==> src/rtl/maze_uart_pkg.sv <==
// ------------------------------------------------------------------
// maze_uart_pkg: shared types and constants for the MazeRunner UART link
// Revision: 1.0
// ------------------------------------------------------------------
`default_nettype none

package maze_uart_pkg;

  localparam int         BAUD_DIV_DEF = 5208;
  localparam int         TMO_CYC_DEF  = 1 << 20;
  localparam logic [7:0] ACK_BYTE     = 8'hA5;

  typedef enum logic [1:0] {
    RX_IDLE  = 2'd0,
    RX_START = 2'd1,
    RX_DATA  = 2'd2,
    RX_STOP  = 2'd3
  } rx_state_e;

  typedef enum logic [0:0] {
    TX_IDLE  = 1'b0,
    TX_SHIFT = 1'b1
  } tx_state_e;

  typedef enum logic [0:0] {
    WAIT_HI = 1'b0,
    WAIT_LO = 1'b1
  } asm_state_e;

  // 8N1 frame as it leaves the shifter, LSB first: start, data, stop.
  function automatic logic [9:0] tx_frame(input logic [7:0] data);
    return {1'b1, data, 1'b0};
  endfunction

endpackage

`default_nettype wire

==> src/rtl/uart_trx.sv <==
// ------------------------------------------------------------------
// uart_trx: 8N1 receiver (sync, bit FSM, byte-valid pulse) and transmitter
// Revision: 1.0
// ------------------------------------------------------------------
`default_nettype none

module uart_trx
  import maze_uart_pkg::*;
#(
  parameter int BAUD_DIV = BAUD_DIV_DEF
) (
  input  logic       clk,
  input  logic       rst,
  input  logic       rx_i,
  output logic       tx_o,
  output logic [7:0] rx_byte_o,
  output logic       rx_vld_o,
  output logic       rx_ferr_o,
  output logic       rx_start_o,
  output logic       rx_busy_o,
  input  logic       tx_start_i,
  input  logic [7:0] tx_data_i,
  output logic       tx_busy_o,
  output logic       tx_done_o
);

  localparam int            CW       = $clog2(BAUD_DIV);
  localparam logic [CW-1:0] BIT_END  = CW'(BAUD_DIV - 1);
  localparam logic [CW-1:0] HALF_END = CW'(BAUD_DIV / 2 - 1);

  logic sync1_q, sync2_q, prev_q;
  logic rx_fall;

  always_ff @(posedge clk) begin
    if (rst) begin
      sync1_q <= 1'b1;
      sync2_q <= 1'b1;
      prev_q  <= 1'b1;
    end else begin
      sync1_q <= rx_i;
      sync2_q <= sync1_q;
      prev_q  <= sync2_q;
    end
  end

  assign rx_fall = prev_q & ~sync2_q;

  rx_state_e     rx_state_q, rx_state_d;
  logic [CW-1:0] rx_cnt_q, rx_cnt_d;
  logic [2:0]    rx_bit_q, rx_bit_d;
  logic [7:0]    rx_shift_q, rx_shift_d;
  logic          rx_bit_end, rx_half_end;

  assign rx_bit_end  = (rx_cnt_q == BIT_END);
  assign rx_half_end = (rx_cnt_q == HALF_END);

  always_ff @(posedge clk) begin
    if (rst) begin
      rx_state_q <= RX_IDLE;
      rx_cnt_q   <= '0;
      rx_bit_q   <= '0;
      rx_shift_q <= '0;
    end else begin
      rx_state_q <= rx_state_d;
      rx_cnt_q   <= rx_cnt_d;
      rx_bit_q   <= rx_bit_d;
      rx_shift_q <= rx_shift_d;
    end
  end

  always_comb begin
    rx_state_d = rx_state_q;
    case (rx_state_q)
      RX_IDLE:  if (rx_fall) rx_state_d = RX_START;
      // A start bit that is high again at mid-bit was only a glitch.
      RX_START: if (rx_half_end) rx_state_d = sync2_q ? RX_IDLE : RX_DATA;
      RX_DATA:  if (rx_bit_end && rx_bit_q == 3'd7) rx_state_d = RX_STOP;
      RX_STOP:  if (rx_bit_end) rx_state_d = RX_IDLE;
      default:  rx_state_d = RX_IDLE;
    endcase
  end

  always_comb begin
    rx_cnt_d   = rx_cnt_q + CW'(1);
    rx_bit_d   = rx_bit_q;
    rx_shift_d = rx_shift_q;
    rx_vld_o   = 1'b0;
    rx_ferr_o  = 1'b0;
    rx_start_o = 1'b0;
    case (rx_state_q)
      RX_IDLE: begin
        rx_cnt_d   = '0;
        rx_bit_d   = '0;
        rx_start_o = rx_fall;
      end
      RX_START: if (rx_half_end) rx_cnt_d = '0;
      RX_DATA: begin
        if (rx_bit_end) begin
          rx_cnt_d   = '0;
          rx_bit_d   = rx_bit_q + 3'd1;
          rx_shift_d = {sync2_q, rx_shift_q[7:1]};
        end
      end
      RX_STOP: begin
        if (rx_bit_end) begin
          rx_cnt_d  = '0;
          rx_vld_o  = sync2_q;
          rx_ferr_o = ~sync2_q;
        end
      end
      default: rx_cnt_d = '0;
    endcase
  end

  assign rx_byte_o = rx_shift_q;
  assign rx_busy_o = (rx_state_q != RX_IDLE);

  tx_state_e     tx_state_q, tx_state_d;
  logic [CW-1:0] tx_cnt_q, tx_cnt_d;
  logic [3:0]    tx_bit_q, tx_bit_d;
  logic [9:0]    tx_shift_q, tx_shift_d;
  logic          tx_bit_end, tx_last;

  assign tx_bit_end = (tx_cnt_q == BIT_END);
  assign tx_last    = tx_bit_end && (tx_bit_q == 4'd9);

  always_ff @(posedge clk) begin
    if (rst) begin
      tx_state_q <= TX_IDLE;
      tx_cnt_q   <= '0;
      tx_bit_q   <= '0;
      tx_shift_q <= '1;
    end else begin
      tx_state_q <= tx_state_d;
      tx_cnt_q   <= tx_cnt_d;
      tx_bit_q   <= tx_bit_d;
      tx_shift_q <= tx_shift_d;
    end
  end

  always_comb begin
    tx_state_d = tx_state_q;
    case (tx_state_q)
      TX_IDLE:  if (tx_start_i) tx_state_d = TX_SHIFT;
      TX_SHIFT: if (tx_last) tx_state_d = TX_IDLE;
      default:  tx_state_d = TX_IDLE;
    endcase
  end

  // Shifting in ones leaves the line idle-high once the stop bit is out.
  always_comb begin
    tx_cnt_d   = '0;
    tx_bit_d   = '0;
    tx_shift_d = tx_shift_q;
    case (tx_state_q)
      TX_IDLE: if (tx_start_i) tx_shift_d = tx_frame(tx_data_i);
      TX_SHIFT: begin
        tx_cnt_d = tx_cnt_q + CW'(1);
        tx_bit_d = tx_bit_q;
        if (tx_bit_end) begin
          tx_cnt_d   = '0;
          tx_bit_d   = tx_bit_q + 4'd1;
          tx_shift_d = {1'b1, tx_shift_q[9:1]};
        end
      end
      default: tx_shift_d = '1;
    endcase
  end

  assign tx_o      = tx_shift_q[0];
  assign tx_busy_o = (tx_state_q == TX_SHIFT);
  assign tx_done_o = (tx_state_q == TX_SHIFT) && tx_last;

endmodule

`default_nettype wire

==> src/rtl/uart_cmd_wrapper.sv <==
// ------------------------------------------------------------------
// uart_cmd_wrapper: assembles two UART bytes into a 16-bit command, sends response
// Revision: 1.0
// ------------------------------------------------------------------
`default_nettype none

module uart_cmd_wrapper
  import maze_uart_pkg::*;
#(
  parameter int BAUD_DIV = BAUD_DIV_DEF,
  parameter int TMO_CYC  = TMO_CYC_DEF
) (
  input  logic        clk,
  input  logic        rst,
  input  logic        RX,
  output logic        TX,
  output logic [15:0] cmd,
  output logic        cmd_rdy,
  input  logic        clr_cmd_rdy,
  input  logic        send_resp,
  input  logic [7:0]  resp,
  output logic        resp_sent,
  output logic        tx_busy
);

  localparam int            TW      = $clog2(TMO_CYC);
  localparam logic [TW-1:0] TMO_END = TW'(TMO_CYC - 1);

  logic [7:0] rx_byte;
  logic       rx_vld, rx_ferr, rx_start, rx_busy;

  uart_trx #(
    .BAUD_DIV (BAUD_DIV)
  ) u_trx (
    .clk        (clk),
    .rst        (rst),
    .rx_i       (RX),
    .tx_o       (TX),
    .rx_byte_o  (rx_byte),
    .rx_vld_o   (rx_vld),
    .rx_ferr_o  (rx_ferr),
    .rx_start_o (rx_start),
    .rx_busy_o  (rx_busy),
    .tx_start_i (send_resp),
    .tx_data_i  (resp),
    .tx_busy_o  (tx_busy),
    .tx_done_o  (resp_sent)
  );

  asm_state_e    asm_q, asm_d;
  logic [7:0]    hi_q, hi_d;
  logic [15:0]   cmd_q, cmd_d;
  logic          rdy_q, rdy_d;
  logic [TW-1:0] tmo_q, tmo_d;
  logic          tmo_hit;

  // Idle time only counts while nothing is arriving on RX.
  assign tmo_hit = (asm_q == WAIT_LO) && (tmo_q == TMO_END) && !rx_start && !rx_busy;

  always_ff @(posedge clk) begin
    if (rst) begin
      asm_q <= WAIT_HI;
      hi_q  <= '0;
      cmd_q <= '0;
      rdy_q <= 1'b0;
      tmo_q <= '0;
    end else begin
      asm_q <= asm_d;
      hi_q  <= hi_d;
      cmd_q <= cmd_d;
      rdy_q <= rdy_d;
      tmo_q <= tmo_d;
    end
  end

  always_comb begin
    asm_d = asm_q;
    case (asm_q)
      WAIT_HI: if (rx_vld) asm_d = WAIT_LO;
      WAIT_LO: if (rx_vld || rx_ferr || tmo_hit) asm_d = WAIT_HI;
      default: asm_d = WAIT_HI;
    endcase
  end

  // A completing byte overrides a simultaneous consumer clear.
  always_comb begin
    hi_d  = hi_q;
    cmd_d = cmd_q;
    rdy_d = rdy_q & ~clr_cmd_rdy;
    tmo_d = (asm_q == WAIT_LO && !rx_busy && !rx_start) ? tmo_q + TW'(1) : '0;
    case (asm_q)
      WAIT_HI: begin
        if (rx_vld) begin
          hi_d  = rx_byte;
          rdy_d = 1'b0;
        end
      end
      WAIT_LO: begin
        if (rx_vld) begin
          cmd_d = {hi_q, rx_byte};
          rdy_d = 1'b1;
        end
      end
      default: rdy_d = 1'b0;
    endcase
  end

  assign cmd     = cmd_q;
  assign cmd_rdy = rdy_q;

endmodule

`default_nettype wire

==> config.mk <==
export PLATFORM = sky130hd
export DESIGN_NAME = uart_cmd_wrapper
export DESIGN_NICKNAME = d
export VERILOG_FILES = /design/src/rtl/maze_uart_pkg.sv /design/src/rtl/uart_trx.sv /design/src/rtl/uart_cmd_wrapper.sv
export SDC_FILE = /design/constraint.sdc
export NUM_CORES = 1
export LEC_CHECK = 0
export CELL_PAD_IN_SITES_DETAIL_PLACEMENT = 1
export CELL_PAD_IN_SITES_GLOBAL_PLACEMENT = 2
export CORE_ASPECT_RATIO = 1.25
export CORE_UTILIZATION = 27
export CTS_CLUSTER_SIZE = 40
export DETAILED_ROUTE_END_ITERATION = 7
export GPL_TIMING_DRIVEN = 0
export MAX_ROUTING_LAYER = met4
export PLACE_DENSITY = 0.57
export SLEW_MARGIN = 30
export SYNTH_ARGS = -nofsm -noshare
export SYNTH_HDL_FRONTEND = slang
export SYNTH_SLANG_ARGS = --single-unit
export TNS_END_PERCENT = 10
==> constraint.sdc <==
create_clock -name clk -period 3.4 [get_ports clk]
set_input_delay 0.68 -clock clk [delete_from_list [all_inputs] [get_ports clk]]
set_output_delay 0.68 -clock clk [all_outputs]
set_load 0.01 [all_outputs]
==> flow_summary.ini <==
[placed_design]
place_congestion = 0.713
post-dp-hpwl_mm = 7.69
port-buffer-count = 31

[worst_setup_path]
cp.arrival_ns = 2.28
cp_data_required_time_ns = 2.72
crit_path_end_kind = output port
cpPeakStageDelay_ns = 0.60
cp_max_fo = 7
crit_cells = 5
rr_startpoint = u_trx.rx_cnt_q[0]$_SDFF_PP0_
path_buf_inv = 2
crit_path_cell_trace = buf_6 -> nor4b_4 -> nand4_1 -> nor3_1 -> clkdlybuf4s50_1
cp_slowest_cell = clkdlybuf4s50_1
startpoint_type = register
crit_type = reg2out
reg2reg_to = u_trx.rx_cnt_q[1]$_SDFF_PP0_
cp_top_family = simple AND/OR/NAND/NOR gates
reg2reg_depth = 7
r2r_setup_slack_ns = 1.42

[sta]
fin_crit_ns = 2.96
maxSlewHeadroom_pct = 61.6
timing.final.crit_share_pct = 87.1
setup_viol = 0
slew_violations = 0
hold_slack_ns = 0.415
skew_ns = 0.00879
rsz0062_at_grt = false
final.setup.tns_ns = 0
hold_viol = 0
max_freq_ghz = 0.338
tightest_slew_ns = 0.575

[synth]
syn_area_mm2 = 0.00448
yosys.area.top_type = dfxtp_1
yosys_warnings = 0
async_flop_share_pct = 0
yosysTopAreaCellShare_pct = 45.6
syn_inst = 484
ys_ff_latch = 102
synth_edf_count = 0
synth_nets = 504
synth_flop_cell = dfxtp_1
ys_types = 49
yosysSeqAreaShare_pct = 45.6
ys_top_cells_by_count = 102 x dfxtp_1, 77 x nor2_1, 32 x mux2i_1
ys_top_cells_by_area = dfxtp_1 46%, mux2i_1 7.1%, nor2_1 6.5%
postSynthAreaPerCell_um2 = 9.26
yosysMostFrequentCell = dfxtp_1

[floorplanning]
core-area_mm2 = 0.0162
fp.dieArea_mm2 = 0.0171
start_util_pct = 27.7
rows = 52
io_pins = 33
die_w_um = 117
die_y_um = 146

[routing]
dr.pass1.iters = 4
wirelength_mm = 10.8
drtIter0Drc = 95
drc = 0
route.detailed.wl_per_inst_um = 14.4
vias = 3499
ant_nets = 0
viasPerCell = 4.68

[grt]
grt_pass1_vias = 3594
grt_max_degree = 17
grt_pass1_wl_mm = 18.4
grt_usage_pct = 14.3
antenna_found_initial = 0
grt_overflow = 0

[clock_network]
clockRootBuffer = clkbuf_16
cts_buffers = 9
cts.htree.levels = 3
hold_buffers = 0
post_cts_buffers = 0
clock_path_buffers = 2
clock_latency_ns = 0.35
clock_sinks = 102
clk_pin_slew_ns = 0.07
cts_resized = 0
cts_tree = built

[hold_path]
min-delay-start = u_trx.sync1_q$_SDFF_PP1_
hold_depth = 1
hold_class = reg2reg
hold_path_end = u_trx.sync2_q$_SDFF_PP1_

[pwr]
comb_power_share_pct = 3.6
p_clk_share_pct = 44.8
swShare_pct = 22.0
p_switching_uw = 517
p_per_area_mw_per_mm2 = 439
p_leak_nw = 1.98
vdd_ir_drop_max_mv = 0.201
p_seq_share_pct = 51.7
internal-power_mw = 1.84

[layout]
nets = 546
drive_above_1_share_pct = 8.66
area.growth.synth_to_final_pct = 19.7
fin_util_pct = 33.1
diodes = 0

[run]
max_cap_violations = 0

[status]
status = complete, no violations
[how the worst max path moves through the flow]
stage / start / to / slack, ns
after floorplan: u_trx.tx_cnt_q[7]$_SDFF_PP0_ / resp_sent / 1.45
after global placement: u_trx.tx_cnt_q[7]$_SDFF_PP0_ / resp_sent / 0.80
after detailed placement: u_trx.tx_cnt_q[7]$_SDFF_PP0_ / resp_sent / 0.81
after CTS: u_trx.tx_cnt_q[7]$_SDFF_PP0_ / resp_sent / 0.40
after global routing: u_trx.tx_cnt_q[7]$_SDFF_PP0_ / resp_sent / 0.28
final: u_trx.tx_cnt_q[7]$_SDFF_PP0_ / resp_sent / 0.44
[flip-flops by register name (all words and copies together) (netlist names), named ones only]
signal / flops
u_trx.prev_q: 1
u_trx.tx_shift_q: 9
u_trx.tx_busy_o: 1
u_trx.sync2_q: 1
hi_q: 8
u_trx.tx_bit_q: 4
u_trx.rx_state_q: 1
u_trx.rx_cnt_q: 13
u_trx.tx_cnt_q: 13
u_trx.sync1_q: 1
asm_q: 1
tmo_q: 20
cmd_rdy: 1
cmd: 16
u_trx.rx_byte_o: 8
u_trx.rx_bit_q: 3
[worst register-to-register path, cell delays in order (launching register included)]
cell	delay [ns]
dfxtp_1	0.40
ha_1	0.16
buf_2	0.19
and4b_1	0.28
nand3_2	0.21
a32oi_2	0.38
buf_6	0.20
nor2_1	0.05
[power groups by stage]
stage                     logic (mW)  registers, mW  clock network, mW
after floorplan               0.0500           1.24                  0
after global placement        0.0853           1.24                  0
after detailed placement      0.0858           1.24                  0
after CTS                     0.0862           1.22               1.11
after global routing          0.0931           1.22               1.15
final                         0.0837           1.22               1.05
[layer usage]
metal | global-route usage (%) | up-vias | wire length [um]
met3 | 3.15 | 13 | 239
li1 | - | 1765 | -
met2 | 23.0 | 23 | 5260
met1 | 17.4 | 1698 | 5110
met5 | - | - | 0
met4 | 5.32 | 0 | 189
[cell usage in the layout (no fill, tap or decap), types with 4 or more instances in the layout]
cell type	n
mux2i_1	32
clkdlybuf4s50_1	31
xor2_1	20
buf_2	9
nand4_1	14
dfxtp_1	102
a21oi_1	18
ha_1	7
and3_1	10
o21ai_0	8
clkbuf_1	12
nand2_1	25
nor2_1	77
and4bb_2	4
nor3_1	8
nor2b_1	11
a211oi_1	9
and2_1	6
inv_1	9
or3_1	6
nand3_1	31
clkbuf_16	9
xnor2_1	14
and4_1	5
[layout make-up]
class / instances / area, um2
Tap cell: 216 / 270
Multi-Input combinational cell: 347 / 2260
Fill cell: 1885 / 10800
Inverter: 9 / 33.8
Sequential cell: 102 / 2040
Timing Repair Buffer: 31 / 310
Clock inverter: 5 / 58.8
Clock buffer: 11 / 243
Buffer: 26 / 143
[cell families after synthesis]
| group | after synthesis | share of synthesized area (%) |
|---|---|---|
| DFF | 102 | 45.6 |
| buffers and inverters | 35 | 3.94 |
| xor gates and xnor gates | 34 | 6.65 |
| adders and majority gates | 7 | 1.95 |
| AOI/OAI and AO/OA | 51 | 7.48 |
| and+or+nand+nor | 223 | 27.3 |
| muxes | 32 | 7.15 |
[stage by stage]
| stage | instance area (um2) | setup slack, ns | instances | power [mW] |
|---|---|---|---|---|
| 6_report | 5360 | 0.440 | 747 | 2.35 |
| 3_3_place_gp | 5060 | 0.805 | 731 | 1.33 |
| 4_1_cts | 5360 | 0.398 | 747 | 2.41 |
| 3_5_place_dp | 5060 | 0.814 | 731 | 1.33 |
| 2_1_floorplan | 4480 | 1.45 | 484 | 1.29 |
| 5_1_grt | 5360 | 0.282 | 747 | 2.46 |
No activity file was read; power rests on OpenSTA's default activity.
